File: src/rtl/uart_report_sched.sv
// Round-robin scheduler: grants one of four requesters, captures its 16-bit sample and
// streams a 4-byte report (header, data hi, data lo, XOR checksum) through a start/busy UART.
module uart_report_sched #(
   parameter logic [7:0] HDR_BASE = 8'hA0
) (
   input  logic        clk,
   input  logic        rst,
   input  logic [3:0]  req,
   input  logic [63:0] req_data,
   output logic [3:0]  ack,
   output logic [7:0]  tx_data,
   output logic        tx_start,
   input  logic        tx_busy,
   output logic [15:0] frame_cnt,
   output logic        active
);

   typedef enum logic [1:0] {
      IDLE = 2'd0,
      SEND = 2'd1,
      WAIT = 2'd2
   } state_e;

   state_e      state_q, state_d;
   logic [1:0]  idx_q, idx_d;
   logic [1:0]  last_q, last_d;
   logic [1:0]  ch_q, ch_d;
   logic [15:0] sample_q, sample_d;
   logic        first_q, first_d;
   logic [3:0]  ack_q, ack_d;
   logic [7:0]  tx_data_q, tx_data_d;
   logic        tx_start_q, tx_start_d;
   logic [15:0] frame_q, frame_d;
   logic        active_q, active_d;

   logic        win_vld;
   logic [1:0]  win;
   logic [1:0]  cand;
   logic [1:0]  nxt_idx;

   function automatic logic [7:0] pkt_byte(input logic [1:0] i, input logic [1:0] ch,
                                           input logic [15:0] s);
      logic [7:0] hdr;
      hdr = HDR_BASE | {6'b0, ch};
      case (i)
         2'd0:    pkt_byte = hdr;
         2'd1:    pkt_byte = s[15:8];
         2'd2:    pkt_byte = s[7:0];
         default: pkt_byte = hdr ^ s[15:8] ^ s[7:0];
      endcase
   endfunction

   // Rotating priority search starting just after the last grant.
   always_comb begin
      win_vld = 1'b0;
      win     = 2'd0;
      cand    = 2'd0;
      for (int unsigned k = 1; k <= 4; k++) begin
         cand = 2'(last_q + 2'(k));
         if (!win_vld && req[cand]) begin
            win_vld = 1'b1;
            win     = cand;
         end
      end
   end

   assign nxt_idx = 2'(idx_q + 2'd1);

   always_comb begin
      state_d    = state_q;
      idx_d      = idx_q;
      last_d     = last_q;
      ch_d       = ch_q;
      sample_d   = sample_q;
      first_d    = first_q;
      ack_d      = 4'b0000;
      tx_start_d = 1'b0;
      tx_data_d  = tx_data_q;
      frame_d    = frame_q;

      case (state_q)
         IDLE: begin
            if (win_vld) begin
               sample_d   = req_data[{win, 4'b0000} +: 16];
               ch_d       = win;
               last_d     = win;
               ack_d      = 4'(4'b0001 << win);
               idx_d      = 2'd0;
               tx_start_d = 1'b1;
               tx_data_d  = pkt_byte(2'd0, win, 16'h0000);
               state_d    = SEND;
            end
         end
         SEND: begin
            first_d = 1'b1;
            state_d = WAIT;
         end
         WAIT: begin
            // First WAIT cycle is the transmitter's chance to raise busy.
            if (first_q) begin
               first_d = 1'b0;
            end else if (!tx_busy) begin
               if (idx_q == 2'd3) begin
                  frame_d = 16'(frame_q + 16'd1);
                  state_d = IDLE;
               end else begin
                  idx_d      = nxt_idx;
                  tx_start_d = 1'b1;
                  tx_data_d  = pkt_byte(nxt_idx, ch_q, sample_q);
                  state_d    = SEND;
               end
            end
         end
         default: state_d = IDLE;
      endcase

      active_d = (state_d != IDLE);
   end

   always_ff @(posedge clk) begin
      if (rst) begin
         state_q    <= IDLE;
         idx_q      <= 2'd0;
         last_q     <= 2'd3;
         ch_q       <= 2'd0;
         sample_q   <= 16'h0000;
         first_q    <= 1'b0;
         ack_q      <= 4'b0000;
         tx_data_q  <= 8'h00;
         tx_start_q <= 1'b0;
         frame_q    <= 16'h0000;
         active_q   <= 1'b0;
      end else begin
         state_q    <= state_d;
         idx_q      <= idx_d;
         last_q     <= last_d;
         ch_q       <= ch_d;
         sample_q   <= sample_d;
         first_q    <= first_d;
         ack_q      <= ack_d;
         tx_data_q  <= tx_data_d;
         tx_start_q <= tx_start_d;
         frame_q    <= frame_d;
         active_q   <= active_d;
      end
   end

   assign ack       = ack_q;
   assign tx_data   = tx_data_q;
   assign tx_start  = tx_start_q;
   assign frame_cnt = frame_q;
   assign active    = active_q;

endmodule

File: config.mk
export PLATFORM = sky130hd
export DESIGN_NAME = uart_report_sched
export DESIGN_NICKNAME = d
export VERILOG_FILES = /design/src/rtl/uart_report_sched.sv
export SDC_FILE = /design/constraint.sdc
export NUM_CORES = 1
export LEC_CHECK = 0
export CORE_MARGIN = 10
export CORE_UTILIZATION = 35
export CTS_CLUSTER_SIZE = 8
export DETAILED_ROUTE_END_ITERATION = 12
export PLACE_DENSITY = 0.67
export SLEW_MARGIN = 20
export SYNTH_ARGS = -nofsm -noshare
export SYNTH_HDL_FRONTEND = slang
export SYNTH_SLANG_ARGS = --single-unit
File: constraint.sdc
create_clock -name clk -period 2 [get_ports clk]
set_input_delay 0.4 -clock clk [delete_from_list [all_inputs] [get_ports clk]]
set_output_delay 0.4 -clock clk [all_outputs]
set_load 0.02 [all_outputs]
== After elaboration in Yosys (flattened, before gate mapping) ==
Index checks and enable logic that the tools add are counted.

* Mux-type cells: 38
* Magnitude comparators: 4
* Shift-type cells: 2
* Bitwise logic cells: 6
* Eq/ne operators: 9
* Reductions and logical operators: 15
* $add $sub $neg: 5

{| class="wikitable"
|+ Operator list
! operator !! count
|-
| $shiftx A64 B7 Y16 || 1
|-
| $mux W8 || 4
|-
| $pmux W8 S3 || 1
|-
| $mux W2 || 11
|-
| $add A16 B1 Y16 const B || 1
|-
| $pmux W8 S2 || 1
|-
| $xor A8 B8 Y8 || 2
|-
| $mux W1 || 13
|-
| $lt A2 B3 Y1 const B || 4
|-
| $bmux W1 S2 || 4
|-
| $ne A2 B2 Y1 const B || 4
|-
| $eq A2 B2 Y1 const B || 3
|-
| $pmux W2 S3 || 1
|-
| $reduce_bool A2 Y1 || 3
|-
| $reduce_and A5 Y1 || 1
|-
| $add A2 B1 Y2 const B || 2
|-
| $add A2 B2 Y2 const B || 2
|-
| $eq A2 B1 Y1 const B || 2
|-
| $logic_not A2 Y1 || 2
|-
| $not A1 Y1 || 4
|-
| $pmux W1 S2 || 2
|-
| $pmux W2 S2 || 1
|-
| $reduce_and A4 Y1 || 1
|-
| $shl A1 B2 Y4 const A || 1
|-
| 4 further kinds || 8
|}

* Input bits: 71
* Register bits: 55
* Output and inout bits: 30

== Longest topological paths before layout ==
* Depth in word-level cells: 16
* Depth in mapped cells: 9
* Gate-level depth less buffers: 7

== Least setup slack after synthesis ==
OpenSTA, ideal clock, no wires.

* Kind: register -> register
* Start point: register state_q[0]
* End point: register frame_q[15], in the netlist frame_cnt[15]
* Arrival time: 1727 ps
* Buffers on the path: 2
* Library setup time: 128 ps
* Data required time: 1872 ps
* Cell stages (with the launch flop): 10
* Clock period less this slack: 1854 ps
* Path slack: 146 ps
* Cells stage by stage: dfxtp_1 > inv_1 > ha_1 > clkbuf_2 > and4bb_2 > buf_4 > nand4_2 > nor4_1 > xnor2_1 > nor2_1

* Cells in the longest elaborated chain, start to end: 2

{| class="wikitable"
|+ Ends and longest elaborated chain
! what !! RTL line !! text
|-
| from (decl) || 24 || <nowiki>state_e state_q, state_d;</nowiki>
|-
| from (signal assigned) || 134 || <nowiki>state_q <= state_d;</nowiki>
|-
| $eq A2 B2 Y1 || 81 || <nowiki>case (state_q)</nowiki>
|-
| $reduce_and A4 Y1 (no source line) || - ||
|-
| to (signal assigned) || 143 || <nowiki>frame_q <= frame_d;</nowiki>
|-
| to (decl) || 33 || <nowiki>logic [15:0] frame_q, frame_d;</nowiki>
|}

No other way between the ends.
A chain may end at the register's enable or synchronous reset.

== Worst setup path in the final report ==
* Start point: input req[3]
* End point: register ack_q[2], in the netlist ack[2]

* Cells in the longest elaborated chain, start to end: 14
* Elaborated cells on any way between the ends: 25
* Classes of those cells: 1 x shift; 16 x mux; 1 x bitwise; 7 x reduce/logical

{| class="wikitable"
|+ Ends and longest elaborated chain
! what !! RTL line !! text
|-
| from (decl) || 8 || <nowiki>input logic [3:0] req,</nowiki>
|-
| $bmux W1 S2 || 60 || <nowiki>if (!win_vld && req[cand]) begin</nowiki>
|-
| $mux W1 (not written as such) || 60 ||
|-
| $mux W1 || 60 ||
|-
| $logic_not A1 Y1 || 60 ||
|-
| $logic_and A1 B1 Y1 || 60 ||
|-
| $mux W1 || 60 ||
|-
| $logic_not A1 Y1 || 60 ||
|-
| $logic_and A1 B1 Y1 || 60 ||
|-
| $mux W1 || 60 ||
|-
| $logic_not A1 Y1 || 60 ||
|-
| $logic_and A1 B1 Y1 || 60 ||
|-
| $mux W1 || 60 ||
|-
| $not A1 Y1 (no source line) || - ||
|-
| $reduce_or A3 Y1 (no source line) || - ||
|-
| to (signal assigned) || 140 || <nowiki>ack_q <= ack_d;</nowiki>
|-
| to (decl) || 30 || <nowiki>logic [3:0] ack_q, ack_d;</nowiki>
|}

Several ways; a longest one is shown, not always the timed one. The select of a mux whose other input is x is not followed.

==> flow_summary.yaml <==
status:
  outcome: "completed"
min_path:
  whs_path_depth: 2
  worstHoldStart: "tx_data[0]$_SDFFE_PP0P_"
  min_to: "tx_data[0]$_SDFFE_PP0P_"
  hp-class: "flip-flop to flip-flop"
place:
  io_buffers: 100
  dp.cells: 585
  place_hpwl_mm: 7.653
  dpl-instance-area_um2: 4458
  dp_worst_setup_slack_ps: -304.9
  gp_congestion: 0.8705
global_route:
  grt_max_degree: 32
  globalRouteTotalUtil: 0.1419
  grt_overflow: 0
  grt_pass1_vias: 3241
  antenna_found_initial: 0
  grt_pass1_wl_mm: 15.55
sta:
  rsz0062_at_grt: "no"
  slew_violations: 0
  fin_skew_ps: 11.01
  finalWorstSetupSlack_ps: 74.86
  fin_crit_sh: 0.9626
  period_minus_slack_ps: 1925
  slew_headroom: 0.6709
  timing.hold.ws_ps: 455.4
  hold_viol_final: 0
  setup_viol_count_final: 0
  tightest_slew_ps: 492.7
  fmax_ghz: 0.5194
clocking:
  cts_buffers: 5
  clkTransAtPathRegs_ps: 100
  postCtsSetupBuffers: 0
  cts_tree: "done"
  clockBufferDepth: 2
  cts.htree.levels: 2
  clock_sinks: 55
  root_buffer: "clkbuf_8"
  clock_latency_ps: 300
routing:
  wl_per_cell_um: 15.81
  wirelength_mm: 9.373
  antenna_left: 0
  routed_via_density: 5.145
  drt-pass1-iter-count: 5
  route.detailed.drc: 0
  drtIter0Drc: 147
  vias: 3051
die:
  core_region_area_um2: 8678
  start_util: 0.3583
  ios: 101
  die_height_um: 114.3
  die_x_um: 114.3
  dieArea_um2: 13050
  row_count: 34
critical_path:
  critical_path_required_ps: 2210
  cp_common_cell: "buf_4"
  slowest_delay_ps: 460
  start_kind: "input port"
  r2r-start: "idx_q[1]$_SDFFE_PP0P_"
  cp_max_fo: 14
  cp-end-kind: "flip-flop"
  crit_type: "input port to flip-flop"
  rrSetupSlack_ps: 80
  reg2reg_to: "tx_data[5]$_SDFFE_PP0P_"
  cpMaxStageDelayCell: "clkdlybuf4s50_1"
  ff2ff_path_depth: 6
  worstPathCellList: "clkdlybuf4s50_1, and2b_2, buf_4, o21ai_4, nand3_2, buf_12, buf_4, nor4bb_1"
  worst_ep_arrival_time_ps: 2130
synth:
  syn_area_um2: 3109
  synth_warnings: 0
  synth.net_count: 436
  synthCells: 356
  synth-seq-cells: 55
  synth_edf_count: 0
  synthArstFlopShare: 0
  synth.avg_cell_area_um2: 8.734
  synth_ff_type: "dfxtp_1"
  synth.distinct_cells: 57
  seq_area_frac_synth: 0.3541
final_layout:
  design_area_um2: 4569
  area_growth_pct: 46.96
  nets: 564
  drive_gt1_frac: 0.1505
  fill_cells: 840
  final_cells: 593
  antennaDiodeCount: 0
  register_area_um2: 1101
  multi_input_area_um2: 1881
pwr:
  total_power_mw: 3.057
  ir_drop_uv: 311.8
  p_leak_nw: 1.765
  p_per_area_nw_per_um2: 668.9
flow_run:
  drv_cap: 0
## cell usage after synthesis, types with 2 or more instances
master / n / area [um2]
a21oi_1: 29 / 145.1
o31ai_1: 7 / 52.55
buf_6: 3 / 33.78
inv_1: 10 / 37.54
o21ai_0: 20 / 100.1
nand3b_1: 9 / 67.56
and3b_1: 2 / 17.52
nor2b_1: 12 / 75.07
buf_4: 3 / 22.52
or2_2: 2 / 12.51
xnor2_1: 9 / 78.83
clkbuf_1: 6 / 22.52
o211ai_1: 2 / 15.01
mux2_2: 9 / 101.4
nand3_1: 5 / 25.02
nor2_1: 38 / 142.6
a22oi_1: 3 / 22.52
nand4_1: 8 / 50.05
nor3_1: 10 / 50.05
buf_2: 5 / 25.02
o21a_1: 2 / 15.01
a211oi_1: 5 / 37.54
or3_1: 4 / 25.02
a311o_1: 7 / 70.07
nand2b_1: 5 / 31.28
dfxtp_1: 55 / 1101
o21ai_1: 6 / 30.03
nand2_1: 12 / 45.04
o22ai_1: 2 / 12.51
ha_1: 9 / 112.6
xor2_1: 5 / 43.79
mux2i_1: 26 / 260.3
and3_1: 2 / 12.51
## layout make-up
cell class | count | area share
multi-input cells | 272 | 0.4116
repair buffers | 140 | 0.2911
flip-flops and latches | 55 | 0.2410
well taps | 108 | 0.02957
clock buffers | 6 | 0.01588
inverters | 10 | 0.008215
clock inverters | 2 | 0.002738
## kinds of logic (layout without fill, tap and decap cells)
logic type	after synthesis	in the layout	synth area share
AO/OA/AOI/OAI	93	93	0.1924
AND/OR/NAND/NOR	121	121	0.2133
buffers and inverters	29	158	0.04829
flip-flops	55	55	0.3541
multiplexers	35	35	0.1163
adder cells (fa/ha/maj)	9	9	0.03622
XOR/XNOR	14	14	0.03944
## worst max path at each step
stage	from	end	slack, ps
global route	req[1]	sample_q[8]$_SDFFE_PP0P_	3
detailed placement	req[1]	sample_q[4]$_SDFFE_PP0P_	-300
global placement	tx_busy	tx_data[5]$_SDFFE_PP0P_	-340
finish	req[3]	ack[2]$_SDFF_PP0_	70
CTS	req[1]	sample_q[4]$_SDFFE_PP0P_	20
floorplan	state_q[0]$_SDFF_PP0_	frame_cnt[15]$_SDFFE_PP0P_	150
## cell usage in the layout, fill, tap and decap left out, types with 3 or more instances in the layout
| master | netlist | routed |
|---|---|---|
| o21ai_0 | 20 | 20 |
| clkbuf_8 | 0 | 5 |
| buf_4 | 3 | 37 |
| or3_1 | 4 | 4 |
| mux2_2 | 9 | 9 |
| nor3_1 | 10 | 10 |
| o31ai_1 | 7 | 7 |
| a311o_1 | 7 | 7 |
| xnor2_1 | 9 | 9 |
| ha_1 | 9 | 9 |
| inv_1 | 10 | 10 |
| nand4_1 | 8 | 8 |
| nand2b_1 | 5 | 5 |
| a21oi_1 | 29 | 28 |
| nor2b_1 | 12 | 12 |
| clkdlybuf4s50_1 | 0 | 100 |
| nand3b_1 | 9 | 9 |
| mux2i_1 | 26 | 26 |
| nor2_1 | 38 | 38 |
| xor2_1 | 5 | 5 |
| a211oi_1 | 5 | 3 |
| dfxtp_1 | 55 | 55 |
| a22oi_1 | 3 | 3 |
| nand2_1 | 12 | 12 |
| nand3_1 | 5 | 5 |
| o21ai_1 | 6 | 6 |
## metal layers
layer / track usage / vias to the layer above / routed length, um
met3: 0.02935 / 11 / 454
met1: 0.1580 / 1420 / 3813
met2: 0.2684 / 73 / 5009
met4: 0.03008 / 0 / 95
li1: - / 1547 / -
met5: 0 / - / 0
## state kept, by name, summed over array words and instances, names as in the netlist
name,flops
frame_cnt,16
sample_q,16
tx_data,8
ack,4
ch_q,2
idx_q,2
last_q,2
state_q,2
active,1
first_q,1
tx_start,1
## stage by stage
stage / util / TNS [ps]
2_1_floorplan: - / 0
3_3_place_gp: 0.5137 / -7375
3_5_place_dp: 0.5137 / -8395
4_1_cts: 0.5239 / 0
5_1_grt: 0.5265 / 0
6_report: 0.5265 / 0
## critical path: cells and delay by family
kind	cells	cell delay, ps
compound gates	1	150
buf+inv	4	920
simple gates	3	650
## where the power goes
part	internal, mW	leakage [nW]	total, mW	switching (mW)
Clock	0.246	0.0412	0.604	0.358
Sequential	1.22	0.451	1.33	0.109
Combinational	0.610	1.27	1.12	0.512
## repair_timing
action | in CTS | in global routing
hold buffers | 0 | 0
gates resized for setup | 1 | 7
gates cloned | 0 | 0
endpoints found under the setup margin | 2 | 23
(Power assumes the default switching activity.)
